## src/rtl/perf_counter_bank_pkg.sv

```systemverilog
// Shared definitions for the performance counter bank: register map offsets,
// CTRL bit positions and the decoded register selector.
package perf_counter_bank_pkg;

  localparam logic [31:0] DEFAULT_BASE_ADDR = 32'h8000_0100;

  localparam logic [31:0] OFF_CTRL      = 32'h00;
  localparam logic [31:0] OFF_OVF       = 32'h04;
  localparam logic [31:0] OFF_CNT_BASE  = 32'h10;
  localparam logic [31:0] OFF_SNAP_BASE = 32'h80;
  localparam logic [31:0] OFF_STRIDE    = 32'h08;
  localparam logic [31:0] OFF_HI        = 32'h04;

  localparam int CTRL_EN_BIT   = 0;
  localparam int CTRL_CLR_BIT  = 1;
  localparam int CTRL_SNAP_BIT = 2;

  typedef enum logic [2:0] {
    REG_NONE,
    REG_CTRL,
    REG_OVF,
    REG_CNT_LO,
    REG_CNT_HI,
    REG_SNAP_LO,
    REG_SNAP_HI
  } reg_sel_e;

  function automatic logic [31:0] chan_off(input logic [31:0] base, input int idx);
    return base + OFF_STRIDE * 32'(idx);
  endfunction

endpackage

```

## src/rtl/perf_counter_channel.sv

```systemverilog
// One counter channel: wrap/saturate counter, sticky W1C overflow flag,
// snapshot register and the HI shadow used for coherent two-word reads.
module perf_counter_channel #(
  parameter int CNT_WIDTH = 48,
  parameter bit SATURATE  = 1'b0
) (
  input  logic                 clk,
  input  logic                 rst,
  input  logic                 i_inc,
  input  logic                 i_clr,
  input  logic                 i_snap,
  input  logic                 i_ovf_clr,
  input  logic                 i_lo_rd,
  output logic [CNT_WIDTH-1:0]  o_cnt,
  output logic [CNT_WIDTH-1:0]  o_snap,
  output logic [CNT_WIDTH-33:0] o_hi,
  output logic                 o_ovf
);

  localparam logic [CNT_WIDTH-1:0] CNT_ONE = CNT_WIDTH'(1);

  logic [CNT_WIDTH-1:0]  r_cnt;
  logic [CNT_WIDTH-1:0]  r_snap;
  logic [CNT_WIDTH-33:0] r_hi;
  logic                  r_ovf;
  logic                  w_at_max;

  assign w_at_max = &r_cnt;

  // NOTE: all state here updates with non-blocking assignments so that snap
  // and the HI shadow sample the pre-edge count, regardless of statement order.
  always_ff @(posedge clk or posedge rst) begin
    if (rst) begin
      r_cnt  <= '0;
      r_snap <= '0;
      r_hi   <= '0;
      r_ovf  <= 1'b0;
    end else begin
      if (i_clr)
        r_cnt <= '0;
      else if (i_inc && !(w_at_max && SATURATE))
        r_cnt <= r_cnt + CNT_ONE;

      // A cleared cycle loses its event, so it cannot overflow either.
      if (i_inc && w_at_max && !i_clr)
        r_ovf <= 1'b1;
      else if (i_ovf_clr)
        r_ovf <= 1'b0;

      if (i_snap)
        r_snap <= r_cnt;

      if (i_lo_rd)
        r_hi <= r_cnt[CNT_WIDTH-1:32];
    end
  end

  assign o_cnt  = r_cnt;
  assign o_snap = r_snap;
  assign o_hi   = r_hi;
  assign o_ovf  = r_ovf;

endmodule

```

## src/rtl/perf_counter_bank.sv

```systemverilog
// MMIO bank of event counters: address decode, CTRL/EN register, registered
// read mux and NUM_CNT counter channels (channel 0 counts clock cycles).
module perf_counter_bank
  import perf_counter_bank_pkg::*;
#(
  parameter int          NUM_CNT   = 4,
  parameter int          CNT_WIDTH = 48,
  parameter int          SATURATE  = 0,
  parameter logic [31:0] BASE_ADDR = DEFAULT_BASE_ADDR
) (
  input  logic               clk,
  input  logic               rst,
  input  logic [NUM_CNT-1:0] events,
  input  logic [31:0]        addr,
  input  logic [3:0]         wbe,
  input  logic [31:0]        wdata,
  input  logic               rd_en,
  output logic [31:0]        rdata,
  output logic               ovf_any
);

  localparam int IDX_W = $clog2(NUM_CNT);

  logic [31:0]          w_off;
  reg_sel_e             w_sel;
  logic [IDX_W-1:0]     w_idx;
  logic                 w_wr;
  logic                 w_ctrl_wr;
  logic                 w_clr;
  logic                 w_snap_req;
  logic [NUM_CNT-1:0]   w_ovf_clr;
  logic [NUM_CNT-1:0]   w_lo_rd;
  logic [NUM_CNT-1:0]   w_inc;
  logic [NUM_CNT-1:0]   w_ovf;
  logic [31:0]          w_rd_val;
  logic                 w_unused;
  logic [CNT_WIDTH-1:0]  w_cnt  [NUM_CNT];
  logic [CNT_WIDTH-1:0]  w_snap [NUM_CNT];
  logic [CNT_WIDTH-33:0] w_hi   [NUM_CNT];

  logic        r_en;
  logic [31:0] r_rdata;

  assign w_off = addr - BASE_ADDR;

  // NOTE: every always_comb output gets a default first, so no path through
  // the decode can leave a signal unassigned and infer a latch.
  always_comb begin
    w_sel = REG_NONE;
    w_idx = '0;
    if (w_off == OFF_CTRL) begin
      w_sel = REG_CTRL;
    end else if (w_off == OFF_OVF) begin
      w_sel = REG_OVF;
    end else begin
      for (int i = 0; i < NUM_CNT; i++) begin
        if (w_off == chan_off(OFF_CNT_BASE, i)) begin
          w_sel = REG_CNT_LO;
          w_idx = IDX_W'(i);
        end else if (w_off == chan_off(OFF_CNT_BASE, i) + OFF_HI) begin
          w_sel = REG_CNT_HI;
          w_idx = IDX_W'(i);
        end
      end
      // Above 14 channels the CNT window reaches 0x80; SNAP decodes last and wins.
      for (int i = 0; i < NUM_CNT; i++) begin
        if (w_off == chan_off(OFF_SNAP_BASE, i)) begin
          w_sel = REG_SNAP_LO;
          w_idx = IDX_W'(i);
        end else if (w_off == chan_off(OFF_SNAP_BASE, i) + OFF_HI) begin
          w_sel = REG_SNAP_HI;
          w_idx = IDX_W'(i);
        end
      end
    end
  end

  assign w_wr       = |wbe;
  assign w_ctrl_wr  = w_wr && (w_sel == REG_CTRL);
  assign w_clr      = w_ctrl_wr && wdata[CTRL_CLR_BIT];
  assign w_snap_req = w_ctrl_wr && wdata[CTRL_SNAP_BIT];
  assign w_ovf_clr  = (w_wr && (w_sel == REG_OVF)) ? wdata[NUM_CNT-1:0] : '0;
  assign w_inc      = {events[NUM_CNT-1:1], 1'b1} & {NUM_CNT{r_en}};
  assign w_unused   = ^{events[0], wdata};

  always_comb begin
    w_lo_rd = '0;
    if (rd_en && (w_sel == REG_CNT_LO))
      w_lo_rd[w_idx] = 1'b1;
  end

  // EN is registered, so a write clearing it still lets that cycle count.
  always_ff @(posedge clk or posedge rst) begin
    if (rst)
      r_en <= 1'b1;
    else if (w_ctrl_wr)
      r_en <= wdata[CTRL_EN_BIT];
  end

  for (genvar g = 0; g < NUM_CNT; g++) begin : g_ch
    perf_counter_channel #(
      .CNT_WIDTH (CNT_WIDTH),
      .SATURATE  (SATURATE != 0)
    ) u_ch (
      .clk       (clk),
      .rst       (rst),
      .i_inc     (w_inc[g]),
      .i_clr     (w_clr),
      .i_snap    (w_snap_req),
      .i_ovf_clr (w_ovf_clr[g]),
      .i_lo_rd   (w_lo_rd[g]),
      .o_cnt     (w_cnt[g]),
      .o_snap    (w_snap[g]),
      .o_hi      (w_hi[g]),
      .o_ovf     (w_ovf[g])
    );
  end

  always_comb begin
    w_rd_val = '0;
    case (w_sel)
      REG_CTRL:    w_rd_val[CTRL_EN_BIT]     = r_en;
      REG_OVF:     w_rd_val[NUM_CNT-1:0]     = w_ovf;
      REG_CNT_LO:  w_rd_val                  = w_cnt[w_idx][31:0];
      REG_CNT_HI:  w_rd_val[CNT_WIDTH-33:0]  = w_hi[w_idx];
      REG_SNAP_LO: w_rd_val                  = w_snap[w_idx][31:0];
      REG_SNAP_HI: w_rd_val[CNT_WIDTH-33:0]  = w_snap[w_idx][CNT_WIDTH-1:32];
      default:     w_rd_val                  = '0;
    endcase
  end

  always_ff @(posedge clk or posedge rst) begin
    if (rst)
      r_rdata <= '0;
    else if (rd_en)
      r_rdata <= w_rd_val;
  end

  assign rdata   = r_rdata;
  assign ovf_any = |w_ovf;

endmodule

```

## config.mk

```make
export PLATFORM = sky130hd
export DESIGN_NAME = perf_counter_bank
export DESIGN_NICKNAME = d
export VERILOG_FILES = /design/src/rtl/perf_counter_bank_pkg.sv /design/src/rtl/perf_counter_channel.sv /design/src/rtl/perf_counter_bank.sv
export SDC_FILE = /design/constraint.sdc
export NUM_CORES = 1
export LEC_CHECK = 0
export BUFFER_PORTS_ARGS = -buffer_cell sky130_fd_sc_hd__buf_2
export CAP_MARGIN = 20
export CORE_UTILIZATION = 30
export CTS_CLUSTER_DIAMETER = 100
export DETAILED_ROUTE_END_ITERATION = 10
export GPL_TIMING_DRIVEN = 1
export PLACE_DENSITY_LB_ADDON = 0.08
export SETUP_SLACK_MARGIN = 0.3
export SYNTH_ARGS = -nofsm -noshare
export SYNTH_HDL_FRONTEND = slang
export SYNTH_SLANG_ARGS = --single-unit
```

## constraint.sdc

```tcl
create_clock -name clk -period 16.8 [get_ports clk]
set_input_delay 0 -clock clk [delete_from_list [all_inputs] [get_ports clk]]
set_output_delay 0 -clock clk [all_outputs]
set_load 0.02 [all_outputs]
```

=== After elaboration in Yosys (flattened, before gate mapping) ===
Index checks and enable logic that the tools add are counted.

* Bits in registers: 485
* Word-level logic and storage cells: 148

* Reduce and logical (&&, ||, !) cells: 30
* $add $sub $neg: 5
* $lt $le $gt $ge: 3
* Equal/unequal tests: 23
* Bitwise logic cells: 2
* Muxes and demuxes: 67

{| class="wikitable"
|+ Operators with widths
! cell !! number
|-
| $mux 48 || 10
|-
| $eq 32x8->1 const B || 8
|-
| $add 48x1->48 const B || 4
|-
| $bmux 48 s2 || 2
|-
| $reduce_and 48->1 || 4
|-
| $eq 32x5->1 const B || 4
|-
| $eq 32x6->1 const B || 4
|-
| $mux 32 || 2
|-
| $mux 3 || 18
|-
| $pmux 12 s4 || 1
|-
| $bmux 16 s2 || 1
|-
| $eq 32x3->1 const B || 1
|-
| $logic_not 32->1 || 1
|-
| $mux 16 || 2
|-
| $pmux 16 s2 || 1
|-
| $sub 32x32->32 const B || 1
|-
| $mux 2 || 14
|-
| $reduce_bool 2->1 || 8
|-
| $pmux 3 s5 || 1
|-
| $logic_and 1x1->1 || 14
|-
| $mux 1 || 11
|-
| $eq 3x3->1 const B || 3
|-
| $mux 4 || 2
|-
| $reduce_or 4->1 || 2
|-
| other kinds (10) || 11
|}

=== Logic depth before layout (Yosys ltp) ===
* Word-level depth: 26
* Gate-level depth with buffers: 12
* Depth with buffers taken out: 9

=== Modules after synthesis ===
From an unflattened synthesis, not the netlist that was laid out.

* Cell total of the unflattened synthesis: 2,287
* Area, all modules: 24,402.2 um^2

{| class="wikitable"
|+ By module, submodules not included
! module !! area each (um^2) !! sequential area each (um^2) !! cells each !! instances
|-
| perf_counter_channel || 4,927.2 || 2,827.7 || 414 || 4
|-
| perf_counter_bank || 4,693.3 || 827.0 || 631 || 1
|}

=== Least setup slack after synthesis ===
No wires, ideal clock.

* Path type: register to register
* From: reg r_en
* To: reg g_ch[1].u_ch.r_cnt[45]
* Buffers on the path: 3
* Arrival time: 2.695 ns
* Cell stages (with the launch flop): 11
* Library setup time: 0.078 ns
* Path slack: 14.027 ns
* Cells stage by stage: dfstp_2 -> buf_2 -> nand4_1 -> nor4_1 -> and2_0 -> clkbuf_1 -> nand3_1 -> nand2b_1 -> clkbuf_1 -> or3_1 -> a21oi_1

* Word-level cells in the longest chain between the ends: 2

{| class="wikitable"
|+ Ends and longest elaborated chain
! element !! RTL line !! RTL
|-
| start: declaration || perf_counter_bank.sv:41 || <nowiki>logic r_en;</nowiki>
|-
| start signal: assignment || perf_counter_bank.sv:97 || <nowiki>r_en <= wdata[CTRL_EN_BIT];</nowiki>
|-
| $and 4x4->4 || perf_counter_bank.sv:83 || <nowiki>assign w_inc = {events[NUM_CNT-1:1], 1'b1} & {NUM_CNT{r_en}};</nowiki>
|-
| $reduce_bool 2->1 (no source line) || - ||
|-
| end signal: assignment || perf_counter_channel.sv:42 || <nowiki>r_cnt <= r_cnt + CNT_ONE;</nowiki>
|-
| end: declaration || perf_counter_channel.sv:22 || <nowiki>logic [CNT_WIDTH-1:0] r_cnt;</nowiki>
|}

No other way between the ends.
A chain may end at the register's enable or synchronous reset.

=== Final worst setup path ===
* From: in addr[3]
* To: reg g_ch[0].u_ch.r_cnt[34]

* Word-level cells in the longest chain between the ends: 24
* Elaborated cells between the ends (all ways): 42

{| class="wikitable"
|+ Ends and longest elaborated chain
! element !! RTL line !! RTL
|-
| start: declaration || perf_counter_bank.sv:14 || <nowiki>input logic [31:0] addr,</nowiki>
|-
| $sub 32x32->32 (*) || perf_counter_bank.sv:44 || <nowiki>assign w_off = addr - BASE_ADDR;</nowiki>
|-
| $eq 32x5->1 || perf_counter_bank.sv:60 || <nowiki>end else if (w_off == chan_off(OFF_CNT_BASE, i) + OFF_HI) begin</nowiki>
|-
| $mux 3 || perf_counter_bank.sv:60 ||
|-
| $mux 3 || perf_counter_bank.sv:57 || <nowiki>if (w_off == chan_off(OFF_CNT_BASE, i)) begin</nowiki>
|-
| $mux 3 || perf_counter_bank.sv:60 ||
|-
| $mux 3 || perf_counter_bank.sv:57 ||
|-
| $mux 3 || perf_counter_bank.sv:60 ||
|-
| $mux 3 || perf_counter_bank.sv:57 ||
|-
| (+8 left out) || - ||
|-
| $mux 3 || perf_counter_bank.sv:70 || <nowiki>end else if (w_off == chan_off(OFF_SNAP_BASE, i) + OFF_HI) begin</nowiki>
|-
| $mux 3 || perf_counter_bank.sv:67 || <nowiki>if (w_off == chan_off(OFF_SNAP_BASE, i)) begin</nowiki>
|-
| $mux 3 || perf_counter_bank.sv:53 || <nowiki>end else if (w_off == OFF_OVF) begin</nowiki>
|-
| $mux 3 (*) || perf_counter_bank.sv:51 || <nowiki>if (w_off == OFF_CTRL) begin</nowiki>
|-
| $eq 3x1->1 (*) || perf_counter_bank.sv:79 || <nowiki>assign w_ctrl_wr = w_wr && (w_sel == REG_CTRL);</nowiki>
|-
| $logic_and 1x1->1 (*) || perf_counter_bank.sv:79 ||
|-
| $logic_and 1x1->1 (*) || perf_counter_bank.sv:80 || <nowiki>assign w_clr = w_ctrl_wr && wdata[CTRL_CLR_BIT];</nowiki>
|-
| $mux 48 / $reduce_bool 2->1 (equally long branches) || - ||
|-
| end signal: assignment || perf_counter_channel.sv:42 ||
|-
| end: declaration || perf_counter_channel.sv:22 ||
|}

Mark *: on every way between the ends. The rest lies on a longest branch, timed or not.

==> flow_metrics.py <==
metrics = {
    "synthesis": {
        "synth-warning-count": 0,
        "synth_async_sr_flop_share_pct": 100,
        "mappedNetlistNets": 2813,
        "syn-instance-count": 2734,
        "yosysSeqAreaShare_pct": 50.7,
        "synth-seq-cells": 485,
        "syn_area_um2": 24000,
        "synth-edff-count": 0,
        "synth_top_flop_cell": "dfrtp_1",
        "synth_cell_type_count": 57,
        "avgSynthCellArea_um2": 8.76,
    },
    "global_routing": {
        "grt_remaining_overflow": 0,
        "via_count_of_the_first_global_routing_pass": 19200,
        "groute.usage.overall_pct": 19.7,
        "antenna_violations_before_repair": 6,
        "grt_first_pass_wirelength_mm": 122,
        "grt_max_degree": 124,
    },
    "worst_setup_path": {
        "reg2regPathDepth": 8,
        "critical_path_buf_inv_count": 6,
        "cp.arrival_ns": 5.52,
        "timing.critical_path.mode_cell": "dlygate4sd3_1",
        "endpoint_kind": "register",
        "crit-reg2reg-capture": "g_ch[1].u_ch.o_cnt[45]",
        "critical_path.slowest_cell": "buf_4",
        "timing.critical_path.depth": 12,
        "path_class": "input pin to register",
        "reg2reg_setup_slack_ns": 12.70,
        "crit_path_max_incr_delay_ns": 0.88,
        "worstSetupStartpointType": "input pin",
        "crit-reg2reg-launch": "r_en",
        "cp_top_delay_family": "buffers and inverters",
        "crit_fanout": 87,
        "crit_path_cell_trace": "dlygate4sd3_1 > buf_2 > nor3_1 > dlygate4sd3_1 > nand2_1 > dlygate4sd3_1 > nor3_1 > nor3b_1 > and2_4 > buf_4 > buf_4 > nor2_1",
        "cp_data_required_time_ns": 17.25,
    },
    "clock_tree": {
        "clock_tree.htree_level_count": 2,
        "ctsRootBufferMaster": "clkbuf_16",
        "cts_tree": "built",
        "cts.repair.resized": 0,
        "clk_path_buf_depth": 3,
        "cts_buffers": 57,
        "total_setup_buffers_inserted_after_cts": 0,
        "clock_insertion_delay_worst_skew_ns": 0.63,
        "cts.reportedPaths.clkPinSlew_ns": 0.06,
        "clock_sink_count": 485,
    },
    "timing": {
        "maxSlewHeadroom_pct": 19.0,
        "finalClockSkew_ns": 0.0342,
        "max_freq_mhz": 197,
        "finalCritPeriodShare_pct": 30.2,
        "time_the_worst_path_needs_with_i_o_delays_and_setup_ns": 5.07,
        "timing_max_transition_violations_final": 0,
        "tightest_slew_ns": 1.20,
        "timing.setup.tns_ns": 0,
        "report.final.setup_viol": 0,
        "final-hold-violation-count": 0,
        "rsz0062_at_grt": "false",
    },
    "placed_design": {
        "placement.io_buffers": 78,
        "detailedPlacementHpwl_mm": 52.5,
        "gp_congestion": 0.812,
    },
    "status": {
        "outcome": "complete, no violations",
    },
    "floorplan": {
        "die_h_um": 285,
        "start_util_pct": 30.3,
        "design.portCount": 108,
        "number_of_rows_in_the_core_area": 103,
        "core_um2": 79000,
        "die_width_um": 285,
        "die_area_um2": 81000,
    },
    "routing": {
        "detail_route.drc_violations": 0,
        "route.vias.total": 19300,
        "routed_wl_mm": 79.4,
        "route.detailed.vias_per_inst": 4.99,
        "detail-route-antenna-nets": 0,
        "wl_per_cell_um": 20.6,
        "first_drt_pass_iteration_count": 5,
        "first_iter_violations": 1175,
    },
    "pwr": {
        "total_leakage_power_nw": 13.0,
        "fin_total_pwr_mw": 2.49,
        "irDropWorstVdd_v": 0.0000845,
        "power-per-cell-area_nw_per_um2": 91.0,
    },
    "layout": {
        "post_route_cells_drive_above_1_share_pct": 10.4,
        "layout.nets": 2847,
        "syn2layout_area_growth_pct": 14.1,
        "number_of_filler_instances_in_the_final_layout": 8225,
    },
    "worst_hold_path": {
        "hold_ep": "r_en",
        "hp-start": "addr[2]",
        "holdCritPathClass": "input pin to register",
        "whs_path_depth": 3,
    },
    "run": {
        "drv_cap": 0,
    },
}
timing repair:
| item | 4_1_cts | 5_1_grt |
|---|---|---|
| hold buffers | 14 | 0 |
| hold endpoints to repair | 157 | 0 |
| endpoints found under the setup margin | 0 | 0 |
cell families after synthesis:
kind of cell / Yosys count / share of synthesized area, %
xor+xnor: 174 / 6.36
flops: 485 / 50.7
mux: 118 / 5.35
compound gates: 231 / 5.93
buf+inv: 180 / 3.29
fa+ha+maj: 4 / 0.209
simple gates: 1542 / 28.2
synthesized netlist by cell type, types with 3 or more instances:
| cell type | number | area share (%) |
|---|---|---|
| nand3_1 | 139 | 2.9 |
| or4_1 | 4 | 0.13 |
| mux2_4 | 8 | 0.50 |
| a21oi_1 | 73 | 1.5 |
| nand2_1 | 884 | 14 |
| or3_1 | 22 | 0.57 |
| and2_1 | 9 | 0.24 |
| nand4_1 | 47 | 1.2 |
| ha_1 | 4 | 0.21 |
| nor2_1 | 271 | 4.2 |
| buf_6 | 5 | 0.24 |
| or2_2 | 5 | 0.13 |
| a211oi_1 | 29 | 0.91 |
| a32oi_1 | 18 | 0.66 |
| clkbuf_1 | 82 | 1.3 |
| a311oi_1 | 6 | 0.22 |
| nor2b_1 | 16 | 0.42 |
| nand4_4 | 3 | 0.27 |
| buf_2 | 59 | 1.2 |
| a221oi_1 | 4 | 0.15 |
| mux2i_1 | 61 | 2.5 |
| xnor2_1 | 78 | 2.9 |
| and4_1 | 14 | 0.51 |
| buf_1 | 9 | 0.14 |
| dfrtp_1 | 484 | 51 |
| nor3_2 | 4 | 0.17 |
| nand2b_1 | 8 | 0.21 |
| o21ai_0 | 52 | 1.1 |
| mux2_2 | 47 | 2.2 |
| and3_1 | 63 | 1.6 |
| xor2_1 | 96 | 3.5 |
| inv_1 | 25 | 0.39 |
| nor3_1 | 18 | 0.38 |
| o211ai_1 | 4 | 0.13 |
| nor4_2 | 4 | 0.21 |
| nor4_1 | 15 | 0.39 |
| a31oi_1 | 36 | 0.94 |
worst register-to-register path: cells and delay by family (launching register included):
family | cells | cell delay, ns
simple gates | 6 | 2.85
buf+inv | 1 | 0.23
compound gates | 1 | 0.15
flops | 1 | 0.80
metrics by stage:
step                hold WS, ns  worst slack [ns]  cell area [µm²]  cells  utilization, %
finish                   0.0319             11.73            27300   3862            34.6
global route             0.0668             11.41            27300   3860            34.6
CTS                     0.00329             11.80            27300   3860            34.6
detailed placement        0.221             11.86            25300   3745            32.1
global placement          0.217             11.87            25300   3744            32.0
floorplan                 0.152              3.27            24000   2734               -
cell usage in the layout (no fill, tap or decap), types with 18 or more instances in the layout:
master,netlist,layout
inv_1,25,24
dfrtp_1,484,484
xor2_1,96,96
a21oi_1,73,73
a211oi_1,29,29
xnor2_1,78,78
nor2_1,271,270
a32oi_1,18,18
nand4_1,47,47
nand3_1,139,139
and3_1,63,63
clkbuf_16,0,58
o21ai_0,52,52
buf_4,0,36
a31oi_1,36,36
mux2i_1,61,61
buf_2,59,79
or3_1,22,20
nor3_1,18,18
mux2_2,47,47
nand2_1,884,883
metal layers:
layer  part of all wire [%]  up-vias  global-route usage (%)
met3                    4.0      128                    2.77
met1                     48     9575                    28.0
met5                  0.016        -                       0
met2                     44      389                    30.5
met4                    3.5        2                    7.26
li1                       -     9162                       -
flip-flops by register name, indices dropped and copies added, names as in the netlist:
| register | cells |
|---|---|
| g_ch.u_ch.o_hi | 64 |
| rdata | 32 |
| g_ch.u_ch.o_snap | 192 |
| g_ch.u_ch.o_ovf | 4 |
| r_en | 1 |
| g_ch.u_ch.o_cnt | 192 |
worst max-delay path by stage:
stage              from  slack (ns)                       to
6_report        addr[3]       11.73   g_ch[0].u_ch.o_cnt[34]
5_1_grt         addr[3]       11.41  g_ch[2].u_ch.o_snap[19]
4_1_cts         addr[3]       11.80   g_ch[0].u_ch.o_snap[1]
3_5_place_dp   addr[12]       11.86  g_ch[0].u_ch.o_snap[19]
3_3_place_gp   addr[10]       11.87  g_ch[0].u_ch.o_snap[19]
2_1_floorplan       rst        3.27    g_ch[0].u_ch.o_cnt[0]
final cells by class:
class	count	area (µm²)	share of cell area (%)
inverter	25	101	0.371
clock inverter	14	159	0.581
antenna	2	5.00	0.0183
tap	1050	1310	4.81
timing repair buffer	130	826	3.02
multi-input combinational	2069	11100	40.6
clock buffer	87	1700	6.22
sequential	485	12100	44.4
power breakdown:
group,switching [mW],internal [mW]
combinational,0.0468,0.0151
sequential,0.00520,1.17
clock,0.511,0.737
total,0.563,1.93
Note: power is estimated with default switching activity, not from simulation.
